<file path="src/rtl/fetch_unit.sv">
// -----------------------------------------------------------------------------
// fetch_unit
//
// Purpose:
//   Instruction fetch stage. After reset it spends one BOOT cycle idle. It then
//   requests the word at PC from instruction memory (FETCH) and waits for the
//   acknowledge. Next it presents the word to decode (HOLD) until downstream
//   accepts it, and finally advances PC by 4 or by the branch offset.
//
// Parameters:
//   WIDTH     - instruction / address / immediate width
//   RESET_PC  - first fetch address after reset
//
// Ports:
//   clk          in   single clock, rising edge
//   rst          in   asynchronous active-low reset
//   PCsrc        in   1 = next PC is PC+ImmOp, 0 = PC+4 (used on handshake only)
//   ImmOp        in   sign-extended branch offset
//   imem_req     out  instruction-memory read request
//   imem_addr    out  byte address of the current request
//   imem_ack     in   imem_rdata valid this cycle (ignored unless requesting)
//   imem_rdata   in   fetched instruction word
//   instr        out  registered instruction for decode
//   instr_valid  out  instr is valid
//   instr_ready  in   downstream accepts instr this cycle
//   PC           out  address of the instruction on instr
//   misalign     out  sticky misaligned-branch-target flag
//
// Configuration:
//   `define FETCH_MISALIGN_CHECK_EN to stop in HALT when a handshake would load
//   a PC with bits [1:0] != 0. Without it the target is loaded unchecked and
//   misalign is tied to 0.
// -----------------------------------------------------------------------------
module fetch_unit #(
   parameter int               WIDTH    = 32,
   parameter logic [WIDTH-1:0] RESET_PC = '0
) (
   input  logic             clk,
   input  logic             rst,
   input  logic             PCsrc,
   input  logic [WIDTH-1:0] ImmOp,
   output logic             imem_req,
   output logic [WIDTH-1:0] imem_addr,
   input  logic             imem_ack,
   input  logic [WIDTH-1:0] imem_rdata,
   output logic [WIDTH-1:0] instr,
   output logic             instr_valid,
   input  logic             instr_ready,
   output logic [WIDTH-1:0] PC,
   output logic             misalign
);

   typedef enum logic [1:0] {
      S_BOOT,
      S_FETCH,
      S_HOLD,
      S_HALT
   } state_e;

   state_e           state_q;
   logic [WIDTH-1:0] pc_q;
   logic [WIDTH-1:0] instr_q;
   logic             req_q;
   logic             valid_q;
   logic [WIDTH-1:0] offset_d;
   logic [WIDTH-1:0] next_pc_d;

   // NOTE: every signal written here gets a value on every pass, so no latch is inferred.
   always_comb begin
      offset_d  = PCsrc ? ImmOp : WIDTH'(4);
      // Plain addition wraps modulo 2^WIDTH, which is the intended behaviour.
      next_pc_d = pc_q + offset_d;
   end

`ifdef FETCH_MISALIGN_CHECK_EN
   logic misalign_q;
`endif

   // NOTE: state registers use non-blocking assignments so every flop samples pre-edge values.
   always_ff @(posedge clk or negedge rst) begin
      if (!rst) begin
         // The asynchronous clear drops imem_req and instr_valid the moment reset
         // asserts. Any response still in flight is ignored, because BOOT does
         // not look at imem_ack.
         state_q    <= S_BOOT;
         pc_q       <= RESET_PC;
         instr_q    <= '0;
         req_q      <= 1'b0;
         valid_q    <= 1'b0;
`ifdef FETCH_MISALIGN_CHECK_EN
         misalign_q <= 1'b0;
`endif
      end else begin
         case (state_q)
            S_BOOT: begin
               state_q <= S_FETCH;
               req_q   <= 1'b1;
            end
            S_FETCH: begin
               if (imem_ack) begin
                  instr_q <= imem_rdata;
                  req_q   <= 1'b0;
                  valid_q <= 1'b1;
                  state_q <= S_HOLD;
               end
            end
            S_HOLD: begin
               // PCsrc/ImmOp matter only on this handshake edge.
               if (instr_ready) begin
                  valid_q <= 1'b0;
`ifdef FETCH_MISALIGN_CHECK_EN
                  if (next_pc_d[1:0] != 2'b00) begin
                     misalign_q <= 1'b1;
                     state_q    <= S_HALT;
                  end else begin
                     pc_q    <= next_pc_d;
                     req_q   <= 1'b1;
                     state_q <= S_FETCH;
                  end
`else
                  pc_q    <= next_pc_d;
                  req_q   <= 1'b1;
                  state_q <= S_FETCH;
`endif
               end
            end
            S_HALT: begin
               // Stuck until reset; req and valid are already low.
               state_q <= S_HALT;
            end
         endcase
      end
   end

   assign imem_req    = req_q;
   assign imem_addr   = pc_q;
   assign instr       = instr_q;
   assign instr_valid = valid_q;
   assign PC          = pc_q;

`ifdef FETCH_MISALIGN_CHECK_EN
   assign misalign = misalign_q;
`else
   assign misalign = 1'b0;
`endif

endmodule

</file>
<file path="config.mk">
export PLATFORM = sky130hd
export DESIGN_NAME = fetch_unit
export DESIGN_NICKNAME = d
export VERILOG_FILES = /design/src/rtl/fetch_unit.sv
export SDC_FILE = /design/constraint.sdc
export NUM_CORES = 1
export LEC_CHECK = 0
export CAP_MARGIN = 20
export CORE_AREA = 2 2 128 99
export CTS_BUF_LIST = sky130_fd_sc_hd__clkbuf_4
export DETAILED_ROUTE_END_ITERATION = 8
export DIE_AREA = 0 0 130 101
export PLACE_DENSITY = 0.79
export SYNTH_ARGS = -nofsm -noshare
export SYNTH_HDL_FRONTEND = slang
export SYNTH_SLANG_ARGS = --single-unit
</file>
<file path="constraint.sdc">
create_clock -name clk -period 5.3 [get_ports clk]
set_input_delay 1.06 -clock clk [delete_from_list [all_inputs] [get_ports clk]]
set_output_delay 1.06 -clock clk [all_outputs]
set_load 0.01 [all_outputs]
</file>
==> impl_metrics.ini <==
[hold_path]
hp-class = reg -> reg

[floorplan]
io-pin-count = 168
die_h_um = 101
start_util = 0.388
die_area_um2 = 13100
num_rows = 35
die_w_um = 130
coreArea_um2 = 12000

[sta]
skew_ns = 0.0218
maxSlewHeadroom = 0.399
fmax_mhz = 242
min_period_ns = 4.13
rsz0062_at_grt = false
finalSetupViolCount = 0
tns_ns = 0
period_share = 0.779
tightest_slew_ns = 0.902
hold_viol_final = 0
final_max_slew_viol_count = 0

[synth]
synth_top_area_frac = 0.367
synthArstFlopShare = 1.00
ys.warnings.count = 0
synth_area_leader_cell = dfrtp_1
synth_area_leaders = dfrtp_1 (37%), ha_1 (8.6%), mux2_2 (8.0%)
synth_enable_flop_cells = 0
ys_seq_area_frac = 0.367
synth_cell_types = 56
synth.cell_area_um2 = 4630
synth_area_per_cell_um2 = 9.46
synth_flop_cell = dfrtp_1
synth_fp_nets = 592
synth_cells = 490
ys_ff_latch = 68

[flow_run]
max_cap_violations = 0

[worst_setup_path]
worstSetupPathType = in -> reg
critPathTopFamily = compound AO/OA/AOI/OAI gates
cp_cell_sequence = clkdlybuf4s50_1 > and2_1 > ha_1 > fa_1 > a21o_1 > a221o_1 > a31oi_4 > o31ai_4 > o21ai_1 > o31ai_1 > xnor2_1 > o21ai_1
path_buf_inv = 1
critPathArrivalTime_ns = 4.43
cpMaxStageDelayCell = clkdlybuf4s50_1
cp_max_fo = 20
cpMostUsedCell = o21ai_1
cp_data_required_time_ns = 5.60
endpoint_kind = flip-flop
slowest_delay_ns = 0.71
crit_path_start_kind = input pin
r2r_slack_ns = 2.41

[finish]
fillers = 1087
fin_util = 0.536
syn_to_final_growth_pct = 38.2
fin_nets = 724
num_antenna_cells = 0
drive_above_1_share = 0.104
layoutNonFillerInstCount = 793

[clocking]
clk_pin_slew_ns = 0.13
tritoncts = built
clkSinkCount = 68
cts-htree-levels = 3
ctsLongestPathBuffers = 2
cts_resized = 0
insertion_delay_ns = 0.42
postCtsSetupBuffers = 0
hold_buffers = 0
cts_buffers = 9
clock-root-buffer = clkbuf_4

[power]
ir_worst_vdd_mv = 0.222
leakagePower_uw = 0.00273
finalPower_uw = 2880
powerDensity_nw_per_um2 = 450

[grt]
grt_use_total = 0.181
grt_overflow_total = 0
grt_max_degree = 69
antenna_found_initial = 0
grt_pass1_vias = 3830
grt_pass1_wl_um = 19000

[placed_design]
dpl.cell_count = 776
io_buffers = 166
routabilityCongestion = 0.897
hpwl_um = 9140

[detailed_routing]
route.detailed.drc = 0
drt-total-wl_um = 11900
wl_per_cell_um = 15.0
drt_iter0_drc = 239
vias_per_cell = 5.12
vias = 4062
ant_nets = 0
first_pass_iters = 4

[outcome]
outcome = completed
-- metrics by stage --
step / worst slack [ns] / hold WS, ns / cell area (um^2)
floorplan: 1.72 / 0.489 / 4630
global placement: 0.889 / 0.467 / 6210
detailed placement: 0.698 / 0.477 / 6210
CTS: 1.17 / 0.509 / 6370
global route: 0.989 / 0.529 / 6400
finish: 1.17 / 0.509 / 6400
-- metal layers --
metal  share of wire  track usage
met3           0.062       0.0393
met4          0.0094       0.0389
met5               0            0
met2            0.46        0.286
met1            0.47        0.257
-- logic make-up (layout without fill, tap and decap cells) --
logic type      after synthesis  after routing  synth area share
compound gates              124            124             0.184
other cells                   1              1          0.000809
mux                          35             35            0.0845
simple gates                148            148             0.155
xor+xnor                     23             23            0.0435
buf+inv                      58            195            0.0743
flops                        68             68             0.367
fa+ha+maj                    33             33            0.0907
-- power by group --
part           internal, uW  switching [uW]
clock                   194             208
sequential              731             178
combinational           891             680
total                  1820            1070
-- worst paths after layout --
| kind | depth (start not counted) | endpoint | start |
|---|---|---|---|
| max | 12 | PC[26] | PCsrc |
| min | 2 | instr_valid | instr_valid |
| max reg2reg | 10 | PC[26] | PC[0] |
| min reg2reg | 2 | instr_valid | instr_valid |
| max in group asynchronous | 1 | PC[29] | rst |
| min in group asynchronous | 1 | PC[22] | rst |
-- tightest hold or removal path, stage by stage, from the launching register on --
cell     delay (ns)
dfrtp_1        0.38
nand2_1        0.05
nand2_1        0.06
-- layout make-up --
class / instances / area, um^2 / share of cell area
flip-flops and latches: 68 / 1700 / 0.266
inverters: 10 / 37.5 / 0.00586
clock buffers: 9 / 67.6 / 0.0106
repair buffers: 169 / 1700 / 0.266
clock inverters: 7 / 98.8 / 0.0154
well taps: 166 / 208 / 0.0324
multi-input cells: 364 / 2590 / 0.404
-- synth_stat cells, types with 5 or more instances --
| cell | n |
|---|---|
| a21o_1 | 10 |
| a21oi_1 | 27 |
| and2_1 | 31 |
| buf_4 | 33 |
| clkbuf_1 | 13 |
| dfrtp_1 | 68 |
| ha_1 | 32 |
| inv_1 | 10 |
| mux2_2 | 33 |
| nand2_1 | 56 |
| nand2b_1 | 5 |
| nand3_1 | 11 |
| nor2_1 | 22 |
| nor3_1 | 9 |
| o21a_1 | 8 |
| o21ai_0 | 27 |
| o21ai_1 | 11 |
| o21bai_1 | 6 |
| o31ai_1 | 8 |
| xnor2_1 | 19 |
-- layout by cell type, fill, tap and decap left out, types with 3 or more instances in the layout --
cell type	n
clkdlybuf4s50_1	165
dfrtp_1	68
nand2_1	56
mux2_2	33
ha_1	32
and2_1	31
a21oi_1	27
o21ai_0	27
nor2_1	22
xnor2_1	19
nand3_1	11
o21ai_1	11
a21o_1	10
inv_1	10
nor3_1	9
clkbuf_4	9
o21a_1	8
o31ai_1	8
o21bai_1	6
nand2b_1	5
nand4_1	4
a31oi_1	4
xor2_1	4
buf_4	3
-- flip-flops by register name (all words and copies together), names as in the netlist --
register	count
instr_valid	1
imem_req	1
state_q	2
PC	32
instr	32
(Power assumes the default switching activity.)
